--- config.mk ---
export PLATFORM = sky130hd
export DESIGN_NAME = col_sched
export DESIGN_NICKNAME = d
export VERILOG_FILES = /design/src/rtl/col_sched.sv
export SDC_FILE = /design/constraint.sdc
export NUM_CORES = 1
export LEC_CHECK = 0
export ABC_AREA = 1
export BUFFER_PORTS_ARGS = -buffer_cell sky130_fd_sc_hd__buf_2
export CAP_MARGIN = 40
export CORE_AREA = 2 2 130 132
export CTS_BUF_LIST = sky130_fd_sc_hd__clkbuf_8
export CTS_CLUSTER_DIAMETER = 60
export DETAILED_ROUTE_END_ITERATION = 12
export DIE_AREA = 0 0 132 134
export GPL_TIMING_DRIVEN = 0
export HOLD_SLACK_MARGIN = 0.05
export PLACE_DENSITY_LB_ADDON = 0.3
export SYNTH_ARGS = -nofsm -noshare
export SYNTH_HDL_FRONTEND = slang
export SYNTH_SLANG_ARGS = --single-unit
--- constraint.sdc ---
create_clock -name clk_in -period 6.59 [get_ports clk_in]
set_input_delay 0.9885 -clock clk_in [delete_from_list [all_inputs] [get_ports clk_in]]
set_output_delay 0.9885 -clock clk_in [all_outputs]
set_load 0.1 [all_outputs]
--- src/rtl/col_sched.sv ---
// Column scheduler: latches an angular position and mode, then streams the selected column
// indices over valid/ready while holding a registered enable mask. Option: COL_SCHED_DROP_COUNT_EN.
module col_sched #(
  parameter int unsigned ROTATIONAL_RES = 1024,
  parameter int unsigned NUM_COLS       = 64,
  parameter int unsigned WINDOW         = 4
) (
  input  logic                              clk_in,
  input  logic                              rst_n_in,
  input  logic [$clog2(ROTATIONAL_RES)-1:0] dtheta_in,
  input  logic [1:0]                        mode_in,
  input  logic                              dtheta_valid_in,
  output logic [NUM_COLS-1:0]               col_indices_out,
  output logic [$clog2(NUM_COLS)-1:0]       col_idx_out,
  output logic                              col_valid_out,
  input  logic                              col_ready_in,
  output logic                              col_last_out,
  output logic                              sweep_done_out,
  output logic                              drop_out,
  output logic [15:0]                       drop_count_out
);

  localparam int unsigned DW = $clog2(ROTATIONAL_RES);
  localparam int unsigned CW = $clog2(NUM_COLS);

  localparam logic [0:0] StIdle  = 1'b0;
  localparam logic [0:0] StSweep = 1'b1;

  logic [0:0]          state_q, state_d;
  logic [CW-1:0]       col_q, col_d;
  logic [CW-1:0]       rem_q, rem_d;   // beats left after the current one
  logic [NUM_COLS-1:0] mask_q, mask_d;
  logic                pend_v_q, pend_v_d;
  logic [DW-1:0]       pend_dt_q, pend_dt_d;
  logic [1:0]          pend_md_q, pend_md_d;
  logic                done_q, done_d;
  logic                drop_q, drop_d;

  logic                hs, fin, use_pend, load;
  logic [DW-1:0]       ld_dt;
  logic [1:0]          ld_md;
  logic [CW-1:0]       ld_center, ld_start, ld_rem;
  logic [NUM_COLS-1:0] ld_mask;

  assign hs  = (state_q == StSweep) && col_ready_in;
  assign fin = hs && (rem_q == '0);
  // A fresh strobe on the final beat supersedes whatever sits in the pending slot.
  assign use_pend = (state_q == StSweep) && fin && !dtheta_valid_in && pend_v_q;
  assign ld_dt    = use_pend ? pend_dt_q : dtheta_in;
  assign ld_md    = use_pend ? pend_md_q : mode_in;

  always_comb begin
    ld_center = CW'(ld_dt >> (DW - CW));
    case (ld_md)
      2'd1: begin
        ld_start = ld_center - CW'(WINDOW);
        ld_rem   = CW'(2 * WINDOW);
      end
      2'd2: begin
        ld_start = ld_center;
        ld_rem   = '0;
      end
      default: begin
        ld_start = '0;
        ld_rem   = CW'(NUM_COLS - 1);
      end
    endcase
    // A column is enabled when its modular offset from the start lies within the span.
    for (int k = 0; k < NUM_COLS; k++) begin
      ld_mask[k] = (CW'(k) - ld_start) <= ld_rem;
    end
  end

  always_comb begin
    state_d   = state_q;
    col_d     = col_q;
    rem_d     = rem_q;
    mask_d    = mask_q;
    pend_v_d  = pend_v_q;
    pend_dt_d = pend_dt_q;
    pend_md_d = pend_md_q;
    done_d    = 1'b0;
    drop_d    = 1'b0;
    load      = 1'b0;
    if (state_q == StIdle) begin
      load = dtheta_valid_in;
    end else if (fin) begin
      if (dtheta_valid_in) begin
        load     = 1'b1;
        drop_d   = pend_v_q;
        pend_v_d = 1'b0;
      end else if (pend_v_q) begin
        load     = 1'b1;
        pend_v_d = 1'b0;
      end else begin
        state_d = StIdle;
        done_d  = 1'b1;
      end
    end else begin
      if (hs) begin
        col_d = col_q + 1'b1;
        rem_d = rem_q - 1'b1;
      end
      if (dtheta_valid_in) begin
        pend_v_d  = 1'b1;
        pend_dt_d = dtheta_in;
        pend_md_d = mode_in;
        drop_d    = pend_v_q;
      end
    end
    if (load) begin
      state_d = StSweep;
      col_d   = ld_start;
      rem_d   = ld_rem;
      mask_d  = ld_mask;
    end
  end

  always_ff @(posedge clk_in or negedge rst_n_in) begin
    if (!rst_n_in) begin
      state_q   <= StIdle;
      col_q     <= '0;
      rem_q     <= '0;
      mask_q    <= '0;
      pend_v_q  <= 1'b0;
      pend_dt_q <= '0;
      pend_md_q <= '0;
      done_q    <= 1'b0;
      drop_q    <= 1'b0;
    end else begin
      state_q   <= state_d;
      col_q     <= col_d;
      rem_q     <= rem_d;
      mask_q    <= mask_d;
      pend_v_q  <= pend_v_d;
      pend_dt_q <= pend_dt_d;
      pend_md_q <= pend_md_d;
      done_q    <= done_d;
      drop_q    <= drop_d;
    end
  end

`ifdef COL_SCHED_DROP_COUNT_EN
  logic [15:0] drop_cnt_q;
  always_ff @(posedge clk_in or negedge rst_n_in) begin
    if (!rst_n_in) begin
      drop_cnt_q <= '0;
    end else if (drop_d && (drop_cnt_q != 16'hFFFF)) begin
      drop_cnt_q <= drop_cnt_q + 16'd1;
    end
  end
  assign drop_count_out = drop_cnt_q;
`else
  assign drop_count_out = '0;
`endif

  assign col_valid_out   = (state_q == StSweep);
  assign col_idx_out     = col_q;
  assign col_last_out    = (state_q == StSweep) && (rem_q == '0);
  assign col_indices_out = mask_q;
  assign sweep_done_out  = done_q;
  assign drop_out        = drop_q;

endmodule

== Word level (Yosys, flattened, before mapping) ==
Index checks and enable logic that the tools add are counted.
W data, S select, Z words.

* Add/subtract/negate cells: 67
* Bitwise logic cells: 1
* Equal/unequal tests: 3
* Reductions and logical operators: 14
* Magnitude comparators: 64
* Mux-type cells: 27

{| class="wikitable"
|+ Operator list
! cell !! number
|-
| $le A6 B6 Y1 || 64
|-
| $sub A6 B6 Y6 const A || 32
|-
| $sub A5 B6 Y6 const A || 16
|-
| $mux W6 || 8
|-
| $sub A4 B6 Y6 const A || 8
|-
| $pmux W6 S2 || 2
|-
| $sub A3 B6 Y6 const A || 4
|-
| $mux W1 || 15
|-
| $sub A1 B6 Y6 const A || 2
|-
| $sub A2 B6 Y6 const A || 2
|-
| $mux W10 || 1
|-
| $add A6 B1 Y6 const B || 1
|-
| $logic_and A1 B1 Y1 || 6
|-
| $logic_not A6 Y1 || 1
|-
| $reduce_and A3 Y1 || 2
|-
| $reduce_bool A2 Y1 || 3
|-
| $sub A6 B1 Y6 const B || 1
|-
| $sub A6 B3 Y6 const B || 1
|-
| $eq A2 B1 Y1 const B || 1
|-
| $eq A2 B2 Y1 const B || 1
|-
| $mux W2 || 1
|-
| $ne A2 B1 Y1 const B || 1
|-
| $reduce_and A2 Y1 || 1
|-
| $logic_not A1 Y1 || 1
|-
| $not A1 Y1 || 1
|}

* Word-level logic and storage cells: 185
* Input bits: 16
* Register bits: 92

== Depth between registers and ports, before layout ==
Gate-level depths: netlist of run 1.

* Word-level depth: 10
* Gate-level depth with buffers: 27

== Worst setup path before layout of run 1 ==
Ideal clock, no wire load.

* Path type: flip-flop to flip-flop
* From: register state_q, in the netlist col_valid_out
* To: register mask_q[23], in the netlist col_indices_out[23]
* Data required time: 6.508 ns
* Clock period less this slack: 4.492 ns
* Arrival: 4.411 ns
* Setup time: 0.082 ns
* Cell stages (with the launch flop): 19
* Slack: 2.098 ns
* Path through: dfrtp_1 nand2_2 clkinv_2 nand4_2 buf_6 nand2_1 nand2_2 inv_1 nand2_2 nand2_4 buf_6 buf_2 ha_1 nand2_1 inv_1 nor2_1 nand2_1 a221o_1 a31oi_1

* Longest elaborated chain between the ends: 10
* Elaborated cells between the ends (all ways): 16

{| class="wikitable"
|+ RTL lines
! what !! RTL line !! source
|-
| start, declared || 29 || <nowiki>logic [0:0] state_q, state_d;</nowiki>
|-
| start signal, assigned || 121 || <nowiki>state_q <= StIdle;</nowiki>
|-
| start signal, assigned || 131 || <nowiki>state_q <= state_d;</nowiki>
|-
| $logic_and A1 B1 Y1 || 45 || <nowiki>assign hs = (state_q == StSweep) && col_ready_in;</nowiki>
|-
| $logic_and A1 B1 Y1 || 46 || <nowiki>assign fin = hs && (rem_q == '0);</nowiki>
|-
| $logic_and A1 B1 Y1 (3 in series) || 48 || <nowiki>assign use_pend = (state_q == StSweep) && fin && !dtheta_valid_in && pend_v_q;</nowiki>
|-
| $mux W10 / $mux W2 (equally long branches) || 49, 50 ||
|-
| $sub A6 B3 Y6 (tied with other cells) || 56 || <nowiki>ld_start = ld_center - CW'(WINDOW);</nowiki>
|-
| $pmux W6 S2 || 54 || <nowiki>case (ld_md)</nowiki>
|-
| $sub A5 B6 Y6 || 70 || <nowiki>ld_mask[k] = (CW'(k) - ld_start) <= ld_rem;</nowiki>
|-
| $le A6 B6 Y1 || 70 ||
|-
| end signal, assigned || 134 || <nowiki>mask_q <= mask_d;</nowiki>
|-
| end, declared || 32 || <nowiki>logic [NUM_COLS-1:0] mask_q, mask_d;</nowiki>
|}

Several ways; a longest one is shown, not always the timed one.
A chain may end at the register's enable or synchronous reset.

== Worst setup path after layout of run 1 ==
* From: input dtheta_valid_in
* To: register mask_q[54], in the netlist col_indices_out[54]

* Longest elaborated chain between the ends: 8
* Elaborated cells between the ends (all ways): 15

{| class="wikitable"
|+ RTL lines
! what !! RTL line !! source
|-
| start, declared || 12 || <nowiki>input logic dtheta_valid_in,</nowiki>
|-
| $logic_not A1 Y1 || 48 ||
|-
| $logic_and A1 B1 Y1 (2 in series) || 48 ||
|-
| $mux W10 / $mux W2 (equally long branches) || 49, 50 ||
|-
| $sub A6 B3 Y6 (tied with other cells) || 56 ||
|-
| $pmux W6 S2 || 54 ||
|-
| $sub A6 B6 Y6 || 70 ||
|-
| $le A6 B6 Y1 || 70 ||
|}

Several ways; a longest one is shown, not always the timed one.

==> reports/qor.csv, run 1 <==
metric;value;unit
outcome;finished, final reports clean;
drc_errors;0;
synth.area.top_cells;dfrtp_1, ha_1, nand2_1, inv_1, a21oi_1;
grt_pass1_vias;8255;
numCtsBuffers;9;
cp_max_fo;13;
skew;0.0149;ns
r2r_slack;2.03;ns
netlist_instances;1279;
layout.nets;1544;
min_to;col_indices_out[62];
synth_most_common_cell;nand2_1;
area_growth;11.2;%
cpMostUsedCell;nand2_1;
p_leak;0.00584;uW
finalInstanceArea;0.0102;sq mm
cts.sinks;88;
ir_drop;125;uV
critPathKind;input pin to flop;
fp.dieH;134;um
cts.clk_slew.worst_paths;0.09;ns
drive_above_1_share;15.7;%
vias_per_cell;5.40;
worstHoldPathCells;2;
hold_viol;0;
cts_root_buf;clkbuf_8;
synth_top_cells_by_count;nand2_1, inv_1, ha_1;
tightest_slew;0.907;ns
ys_ff_latch;88;
synth_top_area_share;23.9;%
gr-usage-all-layers;28.0;%
crit_path_cell_trace;buf_2, nor2_4, nand4_2, buf_6, nand2_1, nand2_2, nor2_2, buf_8, o21ai_2, inv_2, ha_1, inv_1, o21ai_0, xor2_1, inv_1, ha_1, nand2_1, inv_1, a21oi_1, o21ai_1, nand2_1, nand2_1, nand2_1;
max_cap_violations;0;
hold_path_class;flop to flop;
wirelength;24300;um
slew_headroom;39.6;%
initial_core_util;56.5;%
min_period;4.60;ns
power_density;253;mW/mm^2
antenna_found_initial;0;
die_w;132;um
ant_nets;0;
synthDistinctLibCells;43;
grt_max_degree;65;
slew_viol_final;0;
hold_start;col_indices_out[62];
yosysWarnings;0;
hpwl;18200;um
yosys_most_used_dff;dfrtp_1;
clk_latency;0.39;ns
core;0.0163;sq mm
setup_tns;0;ns
drt-initial-drc-count;633;
setup_violations;0;
yosys.area.top_type;dfrtp_1;
synthesis.area;0.00921;sq mm
port_buffers;85;
wl_per_cell;15.0;um
r2r_start;rem_q[0];
h-tree-depth;3;
post_cts_resized;0;
period_share;69.8;%
dieArea;0.0177;sq mm
rsz0062_at_grt;no;
slowest_delay;0.37;ns
cts_tree;yes;
start_kind;input pin;
cp.arrival;4.88;ns
synth_edf_count;0;
r2r_end;col_indices_out[54];
synth-async-reset-ratio;100;%
max_clock_freq;217;MHz
ys_seq_area_share;23.9;%
row_count;47;
post_cts_buffers;0;
place_congestion;0.981;
dr.pass1.iters;5;
critPathSlowestCell;nor2_2;
post_synth.cell_area_avg;7.20;sq um
critPathCaptureType;flop;
dpl_cell_area;0.0100;sq mm
vias;8732;
overflow;0;
worstRegToRegCells;25;
grt_pass1_wl;40200;um
worstPathRequired;6.87;ns
cts_hold_buf;0;
antenna-diode-count;0;
clockBufferDepth;2;
io_pins;106;
==> sequential cells by signal (all words and copies together), names as in the netlist <==
register and count:
col_valid_out 1, pend_dt_q 6, pend_md_q 2, rem_q 6, col_idx_out 6, drop_out 1
pend_v_q 1, sweep_done_out 1, col_indices_out 64
==> cells in the final DEF (no fill, tap or decap), drive strengths merged, types with 3 or more instances in the layout <==
| cell | synthesis | layout |
|---|---|---|
| xnor2 | 27 | 27 |
| a31oi | 42 | 42 |
| nand4 | 19 | 19 |
| buf | 36 | 124 |
| a21o | 12 | 12 |
| nand2 | 317 | 317 |
| conb | 1 | 16 |
| a21oi | 113 | 113 |
| clkinv | 3 | 3 |
| ha | 135 | 135 |
| o21ai | 46 | 46 |
| nor2 | 106 | 106 |
| dfrtp | 88 | 88 |
| a221o | 4 | 4 |
| xor2 | 31 | 31 |
| clkbuf | 14 | 24 |
| a22oi | 3 | 3 |
| inv | 170 | 172 |
| nand3 | 102 | 102 |
==> per-stage QoR <==
stage	setup slack (ns)	total power [uW]	util (%)	std cells	hold WS (ns)
2_1_floorplan	2.10	1910	-	1294	0.453
3_3_place_gp	1.25	2150	61.2	1599	0.459
3_5_place_dp	1.63	2190	61.6	1602	0.461
4_1_cts	2.04	2590	62.8	1617	0.485
5_1_grt	1.65	2770	62.8	1617	0.517
6_report	1.99	2590	62.8	1617	0.482
==> layout make-up <==
cell class | instances | area, sq um
Inverter | 173 | 652
Multi-Input combinational cell | 983 | 6060
Tap cell | 220 | 275
Fill cell | 1520 | 6050
Timing Repair Buffer | 88 | 498
Buffer | 50 | 350
Sequential cell | 88 | 2200
Clock buffer | 10 | 138
Clock inverter | 5 | 57.6
==> logic make-up after synthesis <==
logic type	synth area share (%)
simple gates	25.9
compound gates	13.9
buf+inv	10.9
fa+ha+maj	18.3
flops	23.9
xor+xnor	6.98
other cells	0.0407
mux	0.122
==> power breakdown <==
group	switching [uW]	total, uW	internal, uW
logic	1120	1520	401
registers	55.0	677	622
clock network	212	396	184
==> worst max path at each step <==
| stage | startpoint | end | slack, ns | depth (start not counted) |
|---|---|---|---|---|
| 5_1_grt | rem_q[0] | col_indices_out[54] | 1.65 | 25 |
| 3_5_place_dp | dtheta_valid_in | col_indices_out[54] | 1.63 | 23 |
| 3_3_place_gp | dtheta_valid_in | col_indices_out[22] | 1.25 | 20 |
| 4_1_cts | col_ready_in | col_indices_out[14] | 2.04 | 23 |
| 2_1_floorplan | col_valid_out | col_indices_out[23] | 2.10 | 18 |
| 6_report | dtheta_valid_in | col_indices_out[54] | 1.99 | 23 |
==> critical path: cells and delay by family <==
kind            cells  cell delay, ns
compound gates      4            0.72
fa+ha+maj           2            0.58
xor+xnor            1            0.28
buf+inv             7            1.18
simple gates        9            1.11
==> per-layer routing <==
metal,global-route usage [%],up-vias,routed length [um]
li1,-,4422,-
met1,37.8,4018,11100
met2,46.3,250,11200
met3,3.55,42,1280
met4,10.1,0,678
met5,0,-,0
No activity file was read; power rests on OpenSTA's default activity.
==> inputs of run 2 (changes only) <==
- CORE_AREA: 2 2 130 132 -> 2 2 132 134
- DIE_AREA: 0 0 132 134 -> 0 0 134 136
- clock period: 6.59 -> 4.1 ns (I/O delays scaled with it)
==> run 2 against run 1 <==
  * Hold slack lost 0.27 ns
  * Utilization is 0.81 points lower
  * Critical path depth rose by 1
  * Sequential share of layout area is 0.46 points lower
  * Design area is 2.3% higher
  * Power rose by 61%
  * Clock skew is 0.0012 ns lower
  * Die area increased by 3.0%
  * Highest routed layer unchanged
==> reports/qor.csv, run 2 (same netlist as run 1, synthesis figures left out) <==
metric;value;unit;change
outcome;finished, final reports clean;;
die_w;134;um;+1.5%
slowest_delay;0.37;ns;about the same
worstPathRequired;4.36;ns;-2.51 ns
cts_tree;yes;;
cts.sinks;88;;unchanged
ir_drop;257;uV;+110%
power_density;398;mW/mm^2;+57%
crit_path_cell_trace;inv_1, ha_1, nand2_2, nor2_1, nand4_2, buf_6, nand2_2, nand2_2, nand4_1, nand2_2, nand2_8, buf_4, ha_4, clkinvlp_4, buf_4, a21oi_1, xnor2_2, inv_1, ha_1, nand2_1, inv_1, nand3_1, nand3_1, a31oi_1;;
critPathKind;flop to flop;;
layout_commonest_cell;nand2_1;;
p_leak;0.00591;uW;+1.1%
grt_max_degree;70;;+7.7%
row_count;48;;+2.1%
antenna_found_initial;0;;unchanged
clk_latency;0.39;ns;about the same
power_frac_clock;14.0;%;-1.3 points
core;0.0169;sq mm;+3.6%
largest_register_ffs;64;;unchanged
cp_top_family;simple AND/OR/NAND/NOR gates;;
overflow;0;;unchanged
dpl.cell_count;1607;;+0.31%
hpwl;18300;um;+0.44%
layout.nets;1552;;+0.52%
critPathSlowestCell;dfrtp_1;;
min_period;3.89;ns;
p_comb_share;59.9;%;+1.3 points
cts_hold_buf;0;;unchanged
internal-power;1910;uW;+58%
grt_pass1_vias;8049;;-2.5%
initial_core_util;54.6;%;-2.0 points
cpMostUsedCell;nand2_2;;
cp.arrival;4.14;ns;-0.74 ns
rsz0062_at_grt;yes;;
tightest_slew;0.854;ns;-0.0526 ns
cp_max_fo;11;;-2
slew_headroom;43.1;%;+3.5 points
start_kind;flop;;
hold_path_class;input pin to asynchronous set/reset pin;;
final_cells;1631;;+0.87%
hold_viol;0;;unchanged
setup_tns;0;ns;unchanged
io_pins;106;;unchanged
skew;0.0137;ns;-0.00117 ns
grt_pass1_wl;39600;um;-1.6%
area_growth;13.7;%;
vias;8762;;+0.34%
dr.pass1.iters;5;;unchanged
antenna-diode-count;0;;unchanged
drt-initial-drc-count;500;;-21%
critPathCaptureType;flop;;
slew_viol_final;0;;unchanged
cts_root_buf;clkbuf_8;;
drc_errors;0;;unchanged
wl_per_cell;15.1;um;+0.48%
gr-usage-all-layers;27.1;%;-0.86 points
wirelength;24600;um;+1.3%
place_congestion;0.944;;-3.8%
clockBufferDepth;2;;unchanged
path_buf_inv;7;;unchanged
port_buffers;85;;unchanged
vias_per_cell;5.37;;-0.52%
ant_nets;0;;unchanged
switchingPower;2250;uW;+62%
period_share;94.8;%;
swShare;54.1;%;+0.63 points
numCtsBuffers;9;;unchanged
cts.clk_slew.worst_paths;0.09;ns;about the same
mostFrequentLayoutCells;nand2_1, inv_1, ha_1;;
fp.dieH;136;um;+1.5%
max_cap_violations;0;;unchanged
setup_violations;0;;unchanged
h-tree-depth;3;;unchanged
sequentialPowerShare;26.1;%;about the same
max_clock_freq;257;MHz;
drive_above_1_share;18.3;%;+2.6 points
dieArea;0.0182;sq mm;+3.0%
==> run 2: changes by cell type in the layout (fill, tap and decap cells not counted), sizes merged <==
| cell | delta |
|---|---|
| buf | +8 |
| bufinv | -1 |
| clkinv | +2 |
| clkinvlp | -1 |
| inv | +1 |
==> run 2: worst paths after layout <==
| kind | start | endpoint | slack [ns] | depth (start not counted) |
|---|---|---|---|---|
| worst max-delay path | rem_q[1] | col_indices_out[6] | 0.21 | 24 |
| worst min-delay path | rst_n_in | col_indices_out[12] | 0.21 | 1 |
| worst max register to register | rem_q[1] | col_indices_out[6] | 0.21 | 24 |
| worst min register to register | col_indices_out[8] | col_indices_out[8] | 0.48 | 2 |
| max in group asynchronous | rst_n_in | col_valid_out | 3.25 | 2 |
| min in group clk_in | mode_in[0] | pend_md_q[0] | 0.47 | 2 |
==> run 2: cell type report <==
class	instances	area, sq um
fill	1566	6410
multi-input combinational	983	6200
sequential	88	2200
inverter	173	661
timing repair buffer	97	583
buffer	49	354
tap	225	282
clock buffer	10	138
clock inverter	6	43.8
==> run 2: worst reg2reg max path: cells and delay by family, from the launching register on <==
kind            cells  cell delay [ns]
simple gates       11             1.18
buf+inv             7             0.96
xor+xnor            1             0.20
fa+ha+maj           3             0.71
compound gates      2             0.32
flops               1             0.37
==> run 2: repair_timing <==
action                     4_1_cts  5_1_grt
pin swaps                        1        2
gates cloned                     0        1
gates resized for setup          5       38
setup endpoints to repair       32       57
setup buffers                    1        7
==> run 2: power groups by stage <==
stage | combinational [uW] | sequential (uW) | clock (uW)
5_1_grt | 2720 | 1110 | 635
2_1_floorplan | 1250 | 1820 | 0
3_3_place_gp | 2360 | 1100 | 0
3_5_place_dp | 2420 | 1110 | 0
6_report | 2490 | 1090 | 583
4_1_cts | 2430 | 1090 | 601
==> run 2: routing by layer <==
metal	GRT usage, %	up-vias	part of all wire, %
li1	-	4437	-
met1	37.2	4014	46
met2	44.1	266	46
met3	3.65	45	5.3
met4	9.63	0	2.6
met5	0	-	0
==> run 2: stage by stage <==
| stage | hold WS (ns) | cell area [sq um] | util (%) | total power [uW] | setup WS, ns |
|---|---|---|---|---|---|
| after floorplan | 0.319 | 9270 | - | 3070 | 0.174 |
| after global placement | 0.463 | 9980 | 59.1 | 3470 | -0.833 |
| after CTS | 0.218 | 10300 | 60.8 | 4120 | 0.0577 |
| after detailed placement | 0.460 | 10000 | 59.5 | 3520 | -0.457 |
| after global routing | 0.243 | 10500 | 62.0 | 4460 | -0.0621 |
| final | 0.208 | 10500 | 62.0 | 4160 | 0.212 |
==> inputs of run 3 (changes only) <==
- ABC_AREA: 1 -> unset
- CORE_AREA: 2 2 132 134 -> 2 2 133 135
- CTS_CLUSTER_SIZE: unset -> 12
- DIE_AREA: 0 0 134 136 -> 0 0 135 137
==> run 3 against run 2 <==
  * Critical path depth down 6
  * Cell count down 15%
  * Area after synthesis up 1.5%
  * Largest cell class unchanged
  * Hold slack worse by 0.056 ns
  * Register-to-register slack worse by 0.11 ns
  * Highest routed layer unchanged
==> reports/qor.csv, run 3 <==
metric;value;unit;change
place_congestion;0.975;;+3.3%
synth_edf_count;0;;unchanged
min_period;4.00;ns;+0.113 ns
power_density;683;mW/mm^2;+72%
ir_drop;717;uV;+180%
port_buffers;82;;-3.5%
worstPathRequired;4.38;ns;+0.02 ns
clockBufferDepth;2;;unchanged
row_count;48;;unchanged
cts_tree;yes;;
vias_per_cell;6.36;;+18%
cp_max_fo;6;;-5
period_share;97.6;%;+2.8 points
yosys_most_used_dff;dfrtp_1;;
slew_headroom;39.4;%;-3.7 points
synthesis.area;0.00935;sq mm;+1.5%
die_w;135;um;+0.75%
antenna_found_initial;0;;unchanged
worstRegToRegCells;18;;-25%
cts_root_buf;clkbuf_8;;
yosys.area.top_type;dfrtp_1;;
grt_max_degree;109;;+56%
layout_commonest_cell;ha_1;;
regArea;0.00221;sq mm;+0.17%
ys_ff_latch;88;;unchanged
grt_pass1_vias;8478;;+5.3%
outcome;finished, final reports clean;;
dr.pass1.iters;6;;+1
hpwl;21400;um;+17%
fp.dieH;137;um;+0.74%
cts.sinks;88;;unchanged
core;0.0171;sq mm;+1.1%
hold_viol;0;;unchanged
ys_seq_area_share;23.6;%;-0.36 points
drt-initial-drc-count;680;;+36%
post_synth.cell_area_avg;9.18;sq um;+28%
slowest_delay;0.45;ns;+0.08 ns
netlist_instances;1018;;-20%
drive_above_1_share;24.2;%;+5.9 points
synth_top_area_share;23.6;%;-0.36 points
fillers;1485;;-5.2%
wirelength;29500;um;+20%
io_pins;106;;unchanged
r2r_start;rem_q[1];;
utilization;64.7;%;+2.7 points
overflow;0;;unchanged
cts.clk_slew.worst_paths;0.11;ns;+0.02 ns
initial_core_util;54.8;%;+0.24 points
sequentialPowerShare;20.1;%;-6.0 points
slew_viol_final;0;;unchanged
mostFrequentLayoutCells;ha_1, buf_2, dfrtp_1;;
synth-async-reset-ratio;100;%;unchanged
r2r_slack;0.1;ns;-0.11 ns
power_frac_clock;9.0;%;-5.0 points
switchingPower;4700;uW;+110%
critPathSlowestCell;or4b_1;;
grt_pass1_wl;46200;um;+17%
synth_most_common_cell;ha_1;;
largest_register_ffs;64;;unchanged
multiInputGateArea;0.00705;sq mm;+14%
tightest_slew;0.884;ns;+0.0301 ns
setup_tns;0;ns;unchanged
layout.nets;1309;;-16%
synth_top_cells_by_count;ha_1, dfrtp_1, a21oi_1;;
synth.area.top_cells;dfrtp_1, ha_1, xnor2_1, xor2_1, a21oi_1;;
ant_nets;0;;unchanged
cp.arrival;4.28;ns;+0.14 ns
area_growth;18.1;%;
h-tree-depth;3;;unchanged
skew;0.0145;ns;+0.000720 ns
p_leak;0.00478;uW;-19%
yosysWarnings;0;;unchanged
dieArea;0.0185;sq mm;+1.5%
drc_errors;0;;unchanged
gr-usage-all-layers;32.1;%;+5.0 points
critPathCaptureType;flop;;
synthDistinctLibCells;78;;+81%
crit_path_cell_trace;inv_2, ha_4, or4b_1, buf_6, a2111oi_4, nor2_4, buf_8, clkinvlp_4, ha_4, inv_2, a21oi_2, xnor2_1, ha_1, nand3_2, nor3_1, mux2_4, and3_1, o32a_1;;
start_kind;flop;;
wl_per_cell;21.2;um;+41%
r2r_end;col_indices_out[30];;
vias;8837;;+0.86%
swShare;62.3;%;+8.2 points
internal-power;2840;uW;+49%
critPathKind;flop to flop;;
hold_path_class;input pin to asynchronous set/reset pin;;
p_comb_share;70.9;%;+11 points
clk_latency;0.40;ns;about the same
setup_violations;0;;unchanged
max_clock_freq;250;MHz;-2.8%
numCtsBuffers;9;;unchanged
max_cap_violations;0;;unchanged
## run 3: cell count changes after synthesis, sizes merged, moves of 31 or more
cell   delta
a21oi    -46
inv     -134
nand2   -251
nand3    -85
nor2     -80
nor3     +31
xnor2    +42
## run 3: logic make-up after synthesis
group | after synthesis | share of synthesized area [%]
XOR/XNOR | 110 | 11.5
buffers and inverters | 103 | 5.58
AND/OR/NAND/NOR | 245 | 14.7
adder cells (fa/ha/maj) | 135 | 18.1
AO/OA/AOI/OAI | 299 | 22.5
multiplexers | 37 | 4.12
flip-flops | 88 | 23.6
other | 1 | 0.0401
## run 3: worst max-delay path by stage
stage,startpoint,endpoint,slack (ns),cells after the start
4_1_cts,rem_q[0],col_indices_out[30],0.002,16
3_3_place_gp,dtheta_valid_in,col_indices_out[24],-1.16,15
6_report,rem_q[1],col_indices_out[30],0.1,18
5_1_grt,rem_q[1],col_indices_out[44],-0.04,15
3_5_place_dp,dtheta_valid_in,col_indices_out[24],-1.11,17
2_1_floorplan,col_valid_out,col_indices_out[18],0.002,17
## run 3: power by group through the flow
| stage | clock network, uW | logic (uW) | registers [uW] |
|---|---|---|---|
| final | 677 | 5350 | 1520 |
| after global routing | 721 | 5650 | 1570 |
| after CTS | 688 | 5260 | 1520 |
| after detailed placement | 0 | 5130 | 1530 |
| after global placement | 0 | 5060 | 1530 |
| after floorplan | 0 | 1740 | 4010 |
## run 3: through the flow
step / cell area (sq um) / total power (uW) / cells / setup WS (ns) / hold WS [ns]
5_1_grt: 11000 / 7940 / 1388 / -0.0359 / 0.182
3_5_place_dp: 10200 / 6660 / 1347 / -1.11 / 0.482
2_1_floorplan: 9420 / 5750 / 1033 / 0.00234 / 0.319
4_1_cts: 10800 / 7460 / 1381 / 0.00228 / 0.164
3_3_place_gp: 10100 / 6580 / 1340 / -1.16 / 0.484
6_report: 11000 / 7540 / 1389 / 0.0989 / 0.152
## run 3: cell type report
| cell class | count | share of cell area (%) |
|---|---|---|
| inverter | 37 | 1.48 |
| clock inverter | 7 | 0.759 |
| multi-input combinational | 842 | 63.9 |
| antenna | 1 | 0.0227 |
| sequential | 88 | 20.0 |
| clock buffer | 9 | 1.12 |
| timing repair buffer | 118 | 6.45 |
| buffer | 62 | 3.73 |
| tap | 225 | 2.55 |
## run 3: metal layers
| metal | vias up | track usage, % | share of wire (%) | wire length (um) |
|---|---|---|---|---|
| li1 | 4114 | - | - | - |
| met1 | 4214 | 41.7 | 42 | 12300 |
| met2 | 409 | 52.1 | 46 | 13500 |
| met3 | 100 | 5.89 | 7.8 | 2290 |
| met4 | 0 | 14.6 | 4.6 | 1340 |
| met5 | - | 0 | 0 | 0 |
## run 3: worst max-delay path: cells and delay by family, from the launching register on
kind                       cells  cell delay [ns]
xor gates and xnor gates       1             0.15
AOI/OAI and AO/OA              3             0.80
muxes                          1             0.35
buffers and inverters          5             0.63
DFF                            1             0.41
and+or+nand+nor                5             0.92
adders and majority gates      3             0.63
## run 3: timing repair
item                       in CTS  in global routing
pin swaps                       6                 13
setup endpoints to repair      64                 59
setup buffers                  21                  8
hold buffers                    0                  0
resized for setup              61                 34
